$ cat config.mk
export PLATFORM = sky130hd
export DESIGN_NAME = queue_people_counter
export DESIGN_NICKNAME = d
export VERILOG_FILES = /design/src/rtl/qpc_pkg.sv /design/src/rtl/sensor_pass_detect.sv /design/src/rtl/queue_people_counter.sv
export SDC_FILE = /design/constraint.sdc
export NUM_CORES = 1
export LEC_CHECK = 0
export CAP_MARGIN = 20
export CORE_MARGIN = 2
export CORE_UTILIZATION = 43
export DETAILED_ROUTE_END_ITERATION = 8
export GPL_ROUTABILITY_DRIVEN = 1
export PLACE_DENSITY = 0.77
export SLEW_MARGIN = 10
export SYNTH_ARGS = -nofsm -noshare
export SYNTH_HDL_FRONTEND = slang
export SYNTH_SLANG_ARGS = --single-unit
$ cat constraint.sdc
create_clock -name clk -period 2.4 [get_ports clk]
set_clock_uncertainty 0.2 [all_clocks]
set_input_delay 0.48 -clock clk [delete_from_list [all_inputs] [get_ports clk]]
set_output_delay 0.48 -clock clk [all_outputs]
set_load 0.005 [all_outputs]
$ cat src/rtl/qpc_pkg.sv
// Shared widths, limits and pass-FSM state type for the queue people counter.
// Pure declarations: no latency, no backpressure.
package qpc_pkg;
  localparam int PCOUNT_W = 3;
  localparam int TCOUNT_W = 2;
  localparam int ADDR_W   = TCOUNT_W + PCOUNT_W;
  localparam logic [PCOUNT_W-1:0] PCOUNT_MAX = 3'd7;

  typedef enum logic {S_IDLE, S_BLOCKED} pass_state_t;
endpackage

$ cat src/rtl/sensor_pass_detect.sv
// Photocell sync + optional debounce (QPC_DEBOUNCE_EN) + pass FSM; pulse 2 cycles after release
// (2+DEBOUNCE_CYCLES with debounce). No backpressure: a pass pulse is never held or stalled.
module sensor_pass_detect
  import qpc_pkg::*;
#(
  parameter int DEBOUNCE_CYCLES = 4
) (
  input  logic clk,
  input  logic rst,
  input  logic sensor,
  output logic pass_pulse
);

  if (DEBOUNCE_CYCLES < 1 || DEBOUNCE_CYCLES > 255) begin : g_bad_param
    $error("DEBOUNCE_CYCLES out of range 1..255");
  end

  logic        sync1;
  logic        sync2;
  logic        filt;
  pass_state_t state;
  pass_state_t state_nxt;

  always_ff @(posedge clk or posedge rst) begin
    if (rst) begin
      sync1 <= 1'b0;
      sync2 <= 1'b0;
    end else begin
      sync1 <= sensor;
      sync2 <= sync1;
    end
  end

`ifdef QPC_DEBOUNCE_EN
  logic [7:0] stable_cnt;

  // Any cycle where sync2 agrees with filt is a glitch back and restarts the count.
  always_ff @(posedge clk or posedge rst) begin
    if (rst) begin
      stable_cnt <= 8'd0;
      filt       <= 1'b0;
    end else if (sync2 != filt) begin
      if (stable_cnt == 8'(DEBOUNCE_CYCLES - 1)) begin
        filt       <= sync2;
        stable_cnt <= 8'd0;
      end else begin
        stable_cnt <= stable_cnt + 8'd1;
      end
    end else begin
      stable_cnt <= 8'd0;
    end
  end
`else
  assign filt = sync2;
`endif

  always_ff @(posedge clk or posedge rst) begin
    if (rst) state <= S_IDLE;
    else     state <= state_nxt;
  end

  // Mealy pulse so the count moves on the same edge as the FSM leaves S_BLOCKED.
  always_comb begin
    state_nxt  = state;
    pass_pulse = 1'b0;
    case (state)
      S_IDLE:    if (filt) state_nxt = S_BLOCKED;
      S_BLOCKED: if (!filt) begin
        state_nxt  = S_IDLE;
        pass_pulse = 1'b1;
      end
      default:   state_nxt = S_IDLE;
    endcase
  end

endmodule

$ cat src/rtl/queue_people_counter.sv
// Saturating queue head-count from entry/exit photocells plus registered teller count -> {tcount,pcount}.
// Count lands 2 cycles after beam release (+DEBOUNCE_CYCLES with QPC_DEBOUNCE_EN); no backpressure.
module queue_people_counter
  import qpc_pkg::*;
#(
  parameter int DEBOUNCE_CYCLES = 4
) (
  input  logic                clk,
  input  logic                rst,
  input  logic                front_sensor,
  input  logic                back_sensor,
  input  logic [TCOUNT_W-1:0] tcount_in,
  output logic [PCOUNT_W-1:0] pcount,
  output logic [TCOUNT_W-1:0] tcount,
  output logic [ADDR_W-1:0]   rom_addr,
  output logic                full,
  output logic                empty,
  output logic                reject
);

  localparam logic [PCOUNT_W-1:0] PCOUNT_ONE = 3'd1;

  logic enter_p;
  logic exit_p;

  sensor_pass_detect #(.DEBOUNCE_CYCLES(DEBOUNCE_CYCLES)) u_front (
    .clk        (clk),
    .rst        (rst),
    .sensor     (front_sensor),
    .pass_pulse (enter_p)
  );

  sensor_pass_detect #(.DEBOUNCE_CYCLES(DEBOUNCE_CYCLES)) u_back (
    .clk        (clk),
    .rst        (rst),
    .sensor     (back_sensor),
    .pass_pulse (exit_p)
  );

  // Simultaneous entry and exit cancel; no wrap at either end.
  always_ff @(posedge clk or posedge rst) begin
    if (rst) begin
      pcount <= '0;
      tcount <= '0;
      reject <= 1'b0;
    end else begin
      tcount <= tcount_in;
      reject <= 1'b0;
      if (enter_p && !exit_p) begin
        if (pcount != PCOUNT_MAX) pcount <= pcount + PCOUNT_ONE;
        else                      reject <= 1'b1;
      end else if (exit_p && !enter_p && pcount != '0) begin
        pcount <= pcount - PCOUNT_ONE;
      end
    end
  end

  assign full     = (pcount == PCOUNT_MAX);
  assign empty    = (pcount == '0);
  assign rom_addr = {tcount, pcount};

endmodule

==> metrics.cfg <==
[placement]
dpl_cell_area_sq_um=738
place_hpwl_um=701
numPortBuffers=18
post-place-ws_ns=0.304
gp_congestion=0.823

[drt]
postRouteWirelength_um=920
ant_nets=0
via_per_inst=5.06
wire_per_inst_um=11.8
drt_first_pass_iters=2
vias=395
drt_iter0_drc=2
drcViolationCount=0

[timing]
fmax_mhz=447
setup_viol_count_final=0
finalHoldViolations=0
fin_setup_tns_ns=0
slew_violations=0
rsz0062_at_grt=no
relSlewSlack=0.710
min_period_ns=2.24
tightest_slew_ns=0.434
setup_slack_ns=0.160
finalCritPeriodShare=0.933

[die]
start_util=0.462
die_h_um=41.4
core_region_area_sq_um=1300
fp.dieArea_sq_um=1710
ios=19
num_rows=13
die_w_um=41.4

[clock_network]
clock-sinks=12
clkTransAtPathRegs_ns=0.06
clock-root-buffer=clkbuf_4
cts_hold_buf=0
cts.htree.levels=1
tritoncts=built
cts_setup_buffers=0
postCtsResizedCells=0
numCtsBuffers=3
clock_path_buffers=2
clock_latency_ns=0.26

[cells_and_area]
final_util=0.585
finalNetCount=72
syn_to_final_growth_pct=26.4
fin_area_sq_um=761
largest_reg_flops=3
drive_gt1_frac=0.190
reg_top3=pcount: 3 flops, tcount: 2 flops
diodes=0
largest_register=pcount

[synth]
synth-main-ff-cell=dfrtp_1
syn_avg_cell_area_sq_um=12.0
async_flop_share=1.00
ys_types=28
synth_warnings=0
yosysSeqAreaShare=0.499
synth_compound_area_frac=0.170
yosys.area_share.adder=0.0333
synth_nets=57
synth_area_sq_um=602
syn_inst=50
synth_edf_count=0
ys_ff_latch=12
synthMuxAreaShare=0
synth_top_family_by_area=simple AND/OR/NAND/NOR gates
synth_xor_area_frac=0
synth-simple-area-share=0.181

[grt]
grt.total_usage=0.126
use_met1=0.159
antenna_found_initial=0
grtUsageMet2=0.178
gr-usage-met3=0.0783
gr-max-usage-layer=met2
grt_pass1_wl_um=1590
grt_pass1_vias=367
overflow=0
grt_max_degree=13

[setup_path]
worstSetupPathType=reg -> out
worstPathRequired_ns=1.72
endpoint_kind=output port
crit_fanout=11
start_kind=flip-flop
worstSetupStartpoint=pcount[1]
rr_startpoint=u_front.filt
critPathArrivalTime_ns=1.56
cp_slowest_cell=dfrtp_1
critPathMaxStageDelay_ns=0.57
crit_path_cell_trace=and3_1 > clkdlybuf4s50_1

[power]
powerDensity_nw_per_um2=1000
leakagePower_uw=0.000333
max-vdd-ir-drop_v=0.000596

[worst_hold_path]
worstHoldStart=u_back.sync1
hp-class=reg -> reg

[job]
cap_viol_max_count=0

[outcome]
status=finished clean

worst paths after layout:
| path | end | depth (start not counted) | slack (ns) |
|---|---|---|---|
| max | full | 2 | 0.16 |
| min | u_back.filt | 0 | 0.15 |
| max reg2reg | pcount[1] | 6 | 0.31 |
| min reg2reg | u_back.filt | 0 | 0.15 |
| max in group asynchronous | pcount[2] | 2 | 1.38 |
| min in group asynchronous | tcount[0] | 2 | 0.31 |
synthesized netlist by cell type (2+ instances only):
master | count | area share
nand2b_4 | 2 | 0.046
o211a_1 | 2 | 0.033
dfrtp_1 | 12 | 0.50
nor3_1 | 3 | 0.025
inv_1 | 2 | 0.012
a21oi_1 | 2 | 0.017
buf_4 | 5 | 0.062
clkbuf_2 | 2 | 0.017
metrics by stage:
stage	power [uW]	instances	hold slack, ns
floorplan	537	50	0.131
global placement	657	75	0.135
detailed placement	661	75	0.138
CTS	775	78	0.151
global route	829	78	0.155
finish	763	78	0.145
worst max-delay path: cells and delay by family (launching register included):
family                 cells  cell delay [ns]
and+or+nand+nor            1             0.23
buffers and inverters      1             0.50
DFF                        1             0.57
layout by cell type, fill, tap and decap left out:
cell,count
nand3_1,1
and3_1,1
o22a_1,1
a211oi_2,1
a21oi_1,2
and2_2,1
inv_1,2
nor2_1,1
a41oi_1,1
nor3_2,1
clkbuf_4,3
and2b_4,1
o21bai_1,1
a211oi_1,1
o22ai_1,1
clkdlybuf4s50_1,18
fa_1,1
nand2_2,1
dfrtp_1,12
o211a_1,2
nand2b_4,2
and3_2,1
a2111oi_2,1
nand2_1,1
nand2b_1,1
a31oi_1,1
nor3_1,3
final cells by class:
class	count	area, sq um
inverter	2	7.51
sequential	12	300
clock buffer	3	22.5
multi-input combinational	28	231
timing repair buffer	18	180
fill	124	541
tap	15	18.8
kinds of logic after synthesis:
family	Yosys count
AO/OA/AOI/OAI	12
adder cells (fa/ha/maj)	1
AND/OR/NAND/NOR	15
flip-flops	12
buffers and inverters	10
metal layers:
metal / up-vias / wire length, um / share of wire
li1: 199 / - / -
met1: 185 / 423 / 0.46
met2: 11 / 435 / 0.47
met3: 0 / 60 / 0.065
met4: 0 / 0 / 0
met5: - / 0 / 0
report_power, final:
part           internal (uW)  switching [uW]  total (uW)  leakage (uW)
combinational            218             123         341      0.000176
sequential               235            77.2         312      0.000144
clock                   57.7            52.6         110     0.0000138
total                    511             252         763      0.000333
Power figures use the tool's default switching activity.
